==> config.mk <==
export PLATFORM = sky130hd
export DESIGN_NAME = mem_arbiter
export DESIGN_NICKNAME = d
export VERILOG_FILES = /design/src/rtl/mem_arb_pkg.sv /design/src/rtl/dff.sv /design/src/rtl/mem_arbiter_beat_counter.sv /design/src/rtl/mem_arbiter.sv
export SDC_FILE = /design/constraint.sdc
export NUM_CORES = 1
export LEC_CHECK = 0
export ABC_AREA = 1
export CAP_MARGIN = 20
export CORE_UTILIZATION = 31
export DETAILED_ROUTE_END_ITERATION = 16
export GPL_TIMING_DRIVEN = 0
export HOLD_SLACK_MARGIN = 0.1
export PLACE_DENSITY = 0.79
export SLEW_MARGIN = 20
export SYNTH_ARGS = -nofsm -noshare
export SYNTH_HDL_FRONTEND = slang
export SYNTH_SLANG_ARGS = --single-unit
==> constraint.sdc <==
create_clock -name clk -period 2.2 [get_ports clk]
set_clock_uncertainty 0.05 [all_clocks]
set_input_delay 0.22 -clock clk [delete_from_list [all_inputs] [get_ports clk]]
set_output_delay 0.22 -clock clk [all_outputs]
set_load 0.02 [all_outputs]
==> src/rtl/mem_arb_pkg.sv <==
// rtl/mem_arb_pkg.sv - shared encodings and defaults for the memory arbiter
package mem_arb_pkg;

    localparam logic [2:0] S_IDLE    = 3'd0;
    localparam logic [2:0] S_I_FILL  = 3'd1;
    localparam logic [2:0] S_D_FILL  = 3'd2;
    localparam logic [2:0] S_D_WRITE = 3'd3;
    localparam logic [2:0] S_DRAIN   = 3'd4;

    typedef enum logic [2:0] {
        ST_IDLE    = S_IDLE,
        ST_I_FILL  = S_I_FILL,
        ST_D_FILL  = S_D_FILL,
        ST_D_WRITE = S_D_WRITE,
        ST_DRAIN   = S_DRAIN
    } arb_state_t;

    localparam int DEF_BEATS   = 8;
    localparam int DEF_LATENCY = 4;

    localparam logic OWNER_I = 1'b0;
    localparam logic OWNER_D = 1'b1;

endpackage

==> src/rtl/dff.sv <==
// rtl/dff.sv - register cell with write enable and synchronous active-high clear
module dff #(
    parameter int WIDTH = 1
) (
    input  logic             clk,
    input  logic             rst,
    input  logic             wen,
    input  logic [WIDTH-1:0] d,
    output logic [WIDTH-1:0] q
);

    always_ff @(posedge clk) begin
        if (rst) begin
            q <= '0;
        end else if (wen) begin
            q <= d;
        end
    end

endmodule

==> src/rtl/mem_arbiter_beat_counter.sv <==
// rtl/mem_arbiter_beat_counter.sv - up/down counter with clear, load and terminal-count flag
module beat_counter #(
    parameter int               WIDTH      = 3,
    parameter bit               COUNT_DOWN = 1'b0,
    parameter logic [WIDTH-1:0] TERMINAL   = '1
) (
    input  logic             clk,
    input  logic             rst_n,
    input  logic             en,
    input  logic             clr,
    input  logic             load,
    input  logic [WIDTH-1:0] load_value,
    output logic             tc
);

    localparam logic [WIDTH-1:0] ONE = WIDTH'(1);

    logic [WIDTH-1:0] count;
    logic [WIDTH-1:0] count_next;

    // Up-counting wraps at TERMINAL so non-power-of-two beat counts still cycle cleanly.
    always_comb begin
        count_next = count;
        if (clr) begin
            count_next = '0;
        end else if (load) begin
            count_next = load_value;
        end else if (en) begin
            if (COUNT_DOWN) begin
                count_next = count - ONE;
            end else if (count == TERMINAL) begin
                count_next = '0;
            end else begin
                count_next = count + ONE;
            end
        end
    end

    dff #(.WIDTH(WIDTH)) u_count (
        .clk (clk),
        .rst (~rst_n),
        .wen (clr | load | en),
        .d   (count_next),
        .q   (count)
    );

    assign tc = (count == TERMINAL);

endmodule

==> src/rtl/mem_arbiter.sv <==
// rtl/mem_arbiter.sv - I/D cache arbiter for the shared main memory
module mem_arbiter
    import mem_arb_pkg::*;
#(
    parameter int LATENCY = DEF_LATENCY,
    parameter int BEATS   = DEF_BEATS
) (
    input  logic        clk,
    input  logic        rst_n,
    input  logic        i_req,
    input  logic [15:0] i_addr,
    output logic        i_grant,
    output logic        i_data_valid,
    input  logic        d_req,
    input  logic        d_wr,
    input  logic [15:0] d_addr,
    input  logic [15:0] d_wdata,
    output logic        d_grant,
    output logic        d_data_valid,
    output logic        mem_enable,
    output logic        mem_wr,
    output logic [15:0] mem_addr,
    output logic [15:0] mem_wdata,
    input  logic        mem_data_valid
);

    localparam int BW = (BEATS > 1) ? $clog2(BEATS) : 1;
    localparam int DW = (LATENCY > 2) ? $clog2(LATENCY) : 1;
    localparam logic [BW-1:0] BEAT_LAST  = BW'(BEATS - 1);
    localparam logic [DW-1:0] DRAIN_LOAD = DW'(LATENCY - 2);

    arb_state_t state;
    logic       last_read_winner;
    logic       in_fill;
    logic       beat_en;
    logic       beat_tc;
    logic       fill_done;
    logic       drain_tc;

    assign in_fill   = (state == ST_I_FILL) || (state == ST_D_FILL);
    assign beat_en   = in_fill & mem_data_valid;
    assign fill_done = beat_en & beat_tc;

    beat_counter #(
        .WIDTH      (BW),
        .COUNT_DOWN (1'b0),
        .TERMINAL   (BEAT_LAST)
    ) u_beats (
        .clk        (clk),
        .rst_n      (rst_n),
        .en         (beat_en),
        .clr        (state == ST_IDLE),
        .load       (1'b0),
        .load_value ('0),
        .tc         (beat_tc)
    );

    // Drain covers the LATENCY-1 cycles in which reads issued late in the fill can still return.
    beat_counter #(
        .WIDTH      (DW),
        .COUNT_DOWN (1'b1),
        .TERMINAL   ('0)
    ) u_drain (
        .clk        (clk),
        .rst_n      (rst_n),
        .en         (state == ST_DRAIN),
        .clr        (1'b0),
        .load       (fill_done),
        .load_value (DRAIN_LOAD),
        .tc         (drain_tc)
    );

    always_ff @(posedge clk) begin
        if (!rst_n) begin
            state            <= ST_IDLE;
            i_grant          <= 1'b0;
            d_grant          <= 1'b0;
            last_read_winner <= OWNER_I;
        end else begin
            case (state)
                ST_IDLE: begin
                    if (d_req && d_wr) begin
                        state   <= ST_D_WRITE;
                        d_grant <= 1'b1;
                    end else if (d_req && (!i_req || last_read_winner == OWNER_I)) begin
                        state   <= ST_D_FILL;
                        d_grant <= 1'b1;
                    end else if (i_req) begin
                        state   <= ST_I_FILL;
                        i_grant <= 1'b1;
                    end
                end
                ST_D_WRITE: begin
                    state   <= ST_IDLE;
                    d_grant <= 1'b0;
                end
                ST_I_FILL, ST_D_FILL: begin
                    if (fill_done) begin
                        state            <= ST_DRAIN;
                        i_grant          <= 1'b0;
                        d_grant          <= 1'b0;
                        last_read_winner <= (state == ST_D_FILL) ? OWNER_D : OWNER_I;
                    end
                end
                ST_DRAIN: begin
                    if (drain_tc) begin
                        state <= ST_IDLE;
                    end
                end
                default: begin
                    state   <= ST_IDLE;
                    i_grant <= 1'b0;
                    d_grant <= 1'b0;
                end
            endcase
        end
    end

    always_comb begin
        mem_enable   = 1'b0;
        mem_wr       = 1'b0;
        mem_addr     = '0;
        mem_wdata    = '0;
        i_data_valid = 1'b0;
        d_data_valid = 1'b0;
        case (state)
            ST_D_WRITE: begin
                mem_enable = 1'b1;
                mem_wr     = 1'b1;
                mem_addr   = d_addr;
                mem_wdata  = d_wdata;
            end
            ST_I_FILL: begin
                mem_enable   = i_req;
                mem_addr     = i_addr;
                i_data_valid = mem_data_valid;
            end
            ST_D_FILL: begin
                mem_enable   = d_req;
                mem_addr     = d_addr;
                d_data_valid = mem_data_valid;
            end
            default: ;
        endcase
    end

endmodule

* Yosys cells after proc, flatten, opt, wreduce, memory -nomap -nowiden
Index checks and enable logic that the tools add are counted.
** Cells by class
- Reduce and logical (&&, ||, !) cells :: 18
- Mux-type cells :: 26
- Equality and inequality tests :: 12
- Add/sub/neg operators :: 2
- Magnitude comparators :: 0
- Multipliers :: 0
- Shifts and indexed selects :: 0
- Divide/modulo/power cells :: 0
- Bitwise gates (word level) :: 7
** Operators by type and width (count)
- $pmux W16 S2 :: 1
- $mux W3 :: 8
- $mux W16 :: 1
- $mux W1 :: 10
- $ne A2 B2 Y1 const B :: 5
- $pmux W1 S3 :: 3
- $pmux W3 S3 :: 1
- $eq A3 B2 Y1 const B :: 2
- $eq A3 B3 Y1 const B :: 2
- $reduce_and A2 Y1 :: 3
- $reduce_and A3 Y1 :: 2
- $reduce_or A2 Y1 :: 3
- $reduce_and A5 Y1 :: 1
- $mux W2 :: 2
- $ne A4 B4 Y1 const B :: 1
- $reduce_bool A2 Y1 :: 2
- $add A3 B1 Y3 const B :: 1
- $eq A3 B1 Y1 const B :: 1
- $logic_not A3 Y1 :: 1
- $ne A3 B3 Y1 const B :: 1
- $not A1 Y1 :: 3
- $and A1 B1 Y1 :: 2
- $logic_and A1 B1 Y1 :: 2
- $logic_not A2 Y1 :: 1
- other kinds (4) :: 6
** Storage, ports and cells
- Memory bits (writable) :: 0
- Input port bits :: 54
- Bits in latches :: 0
- Memory bits (read-only) :: 0
- Output and inout bits :: 38
- Memories :: 0
- Flip-flop bits (word level) :: 11

* Logic depth before layout (Yosys ltp)
- Word-level depth :: 6
- Gate-level depth with buffers :: 8
- Gate-level depth less buffers :: 8

* By module
A second synthesis with hierarchy kept.
** Second synthesis, totals
- Cells, all modules :: 238
- Area, all modules :: 1221.2 sq um
** By module, submodules not included
- mem_arbiter :: area an instance 790.8 sq um, seq. area each 120.1 sq um, cells each 155, times used 1
- beat_counter (u_beats) :: area an instance 141.4 sq um, seq. area each 0.0 sq um, cells each 32, times used 1
- dff (u_beats.u_count) :: area an instance 120.1 sq um, seq. area each 60.1 sq um, cells each 19, times used 1
- beat_counter (u_drain) :: area an instance 87.6 sq um, seq. area each 0.0 sq um, cells each 19, times used 1
- dff (u_drain.u_count) :: area an instance 81.3 sq um, seq. area each 40.0 sq um, cells each 13, times used 1

* Worst setup path before layout
Ideal clock, no wire load.
- Path type :: register -> output
- Start :: register state[1]
- End :: output mem_wdata[10]
- Path slack :: 0.776 ns
- Stages on the path, launching flop included :: 5
- Arrival :: 1.154 ns
- Data required time :: 1.930 ns
- Cells stage by stage :: dfxtp_1 -> buf_6 -> nand3_4 -> buf_2 -> nor2_1
** On the way
- Word-level cells in the longest chain between the ends :: 2
** Ends and longest elaborated chain
- from (decl) :: line mem_arbiter.sv:32 : arb_state_t state;
- from (signal assigned) :: line mem_arbiter.sv:75 : state <= ST_IDLE;
- from (signal assigned) :: line mem_arbiter.sv:83 : state <= ST_D_WRITE;
- from (signal assigned) :: line mem_arbiter.sv:86 : state <= ST_D_FILL;
- $eq A3 B2 Y1 :: line mem_arbiter.sv:126 : case (state)
- $mux W16 :: line mem_arbiter.sv:126
- to (decl) :: line mem_arbiter.sv:23 : output logic [15:0] mem_wdata,
Every way passes these cells.

* Final worst setup path
- Start :: register state[2]
- End :: output mem_addr[6]
** On the way
- Word-level cells in the longest chain between the ends :: 3
** Ends and longest elaborated chain
- $eq A3 B2 Y1 :: line mem_arbiter.sv:126
- $reduce_or A2 Y1 (no line)
- $pmux W16 S2 (*) :: line mem_arbiter.sv:126
- to (decl) :: line mem_arbiter.sv:22 : output logic [15:0] mem_addr,
Every way passes the cells marked *; elsewhere a longest branch is shown, timed or not.

==> flow_summary_export.csv <==
group,metric,value,unit
final_layout,fin_cells,320,
global_route,grt_max_degree,11,
clock_network,numCtsBuffers,3,
logic_synthesis,yosysUniqueCellTypes,26,
logic_synthesis,avgSynthCellArea,5.948,um^2
logic_synthesis,yosysTopAreaCell,"dfxtp_1",
logic_synthesis,ys_ff_latch,11,
detailed_routing,drt_iter0_markers,76,
pwr,ir_drop,0.7021,mV
sta,setup-violations-final,0,
critical_path,required,1.93,ns
logic_synthesis,syn_nets,236,
detailed_routing,routed_wl,3518,um
sta,hold_violations,0,
clock_network,clock_path_buffers,2,
final_layout,regArea,221.5,um^2
hold_path,min_path_type,"reg2reg",
final_layout,layout_commonest_cell,"clkdlybuf4s50_1",
clock_network,htree_levels,1,
die,die_area,3673,um^2
final_layout,syn_to_final_growth,96.00,%
final_layout,multi_input_comb_area,684.4,um^2
clock_network,clk-insertion-delay-late,0.26,ns
clock_network,cts_sinks,11,
clock_network,cts_root_buffer,"clkbuf_4",
die,core,3153,um^2
job,maxCapViolations,0,
die,die_x,60.61,um
die,start_util,0.3377,
detailed_routing,drcViolationCount,0,
final_layout,antennaDiodeCount,0,
logic_synthesis,synthCells,179,
critical_path,critPathKind,"reg2out",
sta,worst_pin_slew,0.3025,ns
global_route,grt_pass1_vias,1170,
pwr,power_density,914.5,nW/um^2
sta,timing.slew.headroom,0.7983,
logic_synthesis,yosysSeqAreaShare,0.2068,
logic_synthesis,yosys_warnings,0,
global_route,grt.total_usage,0.1890,
die,num_io_pins,92,
clock_network,cts_tree,"yes",
die,rows,20,
detailed_routing,num_vias,1451,
final_layout,drive_gt1_frac,0.1159,
sta,rsz0062_at_grt,"no",
final_layout,final_cell_mix,"clkdlybuf4s50_1 (78), nand3_1 (38), nor2_1 (30), nand2_1 (28), inv_1 (27)",
detailed_routing,ant_nets,0,
detailed_routing,post_drt_via_cell_ratio,4.534,
sta,fin_crit,2.099,ns
logic_synthesis,synth_area_leaders,"dfxtp_1 (21%), nand3_1 (18%), nor2_1 (11%)",
detailed_routing,firstDrtPassIters,4,
sta,drv_slew,0,
pwr,p_leak,0.001079,uW
run_status,run_status,"finished, final reports clean",
logic_synthesis,synth_top_area_share,0.2068,
global_route,antenna_found_initial,0,
critical_path,worstSetupStartpointType,"flop",
global_route,gr-total-overflow,0,
logic_synthesis,synth_area,1065,um^2
sta,fmax,0.4764,GHz
sta,period_share,0.9541,
critical_path,end_kind,"output pin",
place,io_buffers,91,
global_route,grt_pass1_wl,5333,um
place,place_ws,0.1307,ns
die,die_h,60.61,um
sta,fin_setup_tns,0,ns
detailed_routing,wl_per_cell,10.99,um
final_layout,fill_cells,304,
place,gp_congestion,0.7810,
critical_path,cp_max_fo,10,
final_layout,fin_util,0.6619,
place,dpl.cell_count,314,
final_layout,fin_nets,334,
clock_network,path_clk_slew,0.06,ns
sta,fin_ws,0.1010,ns
place,hpwl,2944,um
critical_path,worstPathArrival,1.83,ns
-- registers in the layout, summed over array words and instances (netlist names) --
register	flops
u_drain.u_count.q	2
u_beats.u_count.q	3
i_grant	1
last_read_winner	1
d_grant	1
state	3
-- per-layer routing --
metal	up-vias	GRT usage	share of wire
met5	-	0	0
met4	0	0.04545	0.0097
met3	6	0.04904	0.11
met2	59	0.3312	0.47
met1	625	0.2312	0.41
li1	761	-	-
-- logic make-up (layout without fill, tap and decap cells) --
group / count (synthesis) / after routing / share of synthesized area
flops: 11 / 11 / 0.2068
compound gates: 15 / 15 / 0.07990
xor+xnor: 1 / 1 / 0.008227
simple gates: 111 / 111 / 0.5194
buf+inv: 38 / 135 / 0.1504
fa+ha+maj: 3 / 3 / 0.03526
-- worst max-delay path, stage by stage (launching register included) --
cell	delay, ns
dfxtp_1	0.36
inv_2	0.10
buf_6	0.15
clkbuf_4	0.21
nand3_1	0.08
nand2_1	0.07
clkdlybuf4s50_1	0.60
-- per-stage QoR --
stage                     hold slack (ns)  total power (uW)  instance area, um^2
after floorplan                    0.2875              1151                 1065
after global placement             0.4035              1742                 2031
after detailed placement           0.4091              1753                 2031
after CTS                          0.4201              1888                 2053
after global routing               0.4433              2053                 2087
final                              0.4197              1908                 2087
-- cell type report --
cell class,instances,share of cell area
Buffer,8,0.02998
Clock buffer,4,0.01259
Inverter,30,0.05396
Multi-Input combinational cell,130,0.3279
Sequential cell,11,0.1061
Tap cell,44,0.02638
Timing Repair Buffer,93,0.4430
-- synth_stat cells --
cell,n
o21ai_2,1
buf_6,2
ha_1,3
inv_1,27
o221ai_1,1
dfxtp_1,11
nor2_2,3
nand3_2,2
nor2_1,30
nor3_1,1
o21ai_0,2
nor2_4,2
clkbuf_1,3
buf_2,2
nand3_4,1
o21a_1,1
xor2_1,1
o21ai_1,1
nand3b_4,1
inv_2,3
nand2_1,28
a21oi_1,9
buf_1,1
nand2_2,3
nand3_1,38
nand2_4,2
-- report_power, final --
part / internal (uW) / total (uW) / switching [uW]
sequential: 244 / 281 / 36.7
combinational: 681 / 1490 / 813
clock: 70.2 / 134 / 63.4
-- what timing repair did --
action	4_1_cts	5_1_grt
endpoints found under the setup margin	19	11
hold buffers	0	0
cloned	0	0
gates resized for setup	14	11
buffers inserted	0	2
-- final timing paths --
| path | to | cells after the start | slack [ns] | startpoint |
|---|---|---|---|---|
| worst max-delay path | mem_addr[6] | 6 | 0.10 | state[2]$_SDFFE_PN0P_ |
| worst min-delay path | d_grant$_SDFFE_PN0P_ | 2 | 0.42 | d_grant$_SDFFE_PN0P_ |
| worst max register to register | i_grant$_SDFFE_PN0P_ | 7 | 0.74 | u_beats.u_count.q[0]$_SDFFE_PN0P_ |
| worst min register to register | d_grant$_SDFFE_PN0P_ | 2 | 0.42 | d_grant$_SDFFE_PN0P_ |
Note: power is estimated with default switching activity, not from simulation.
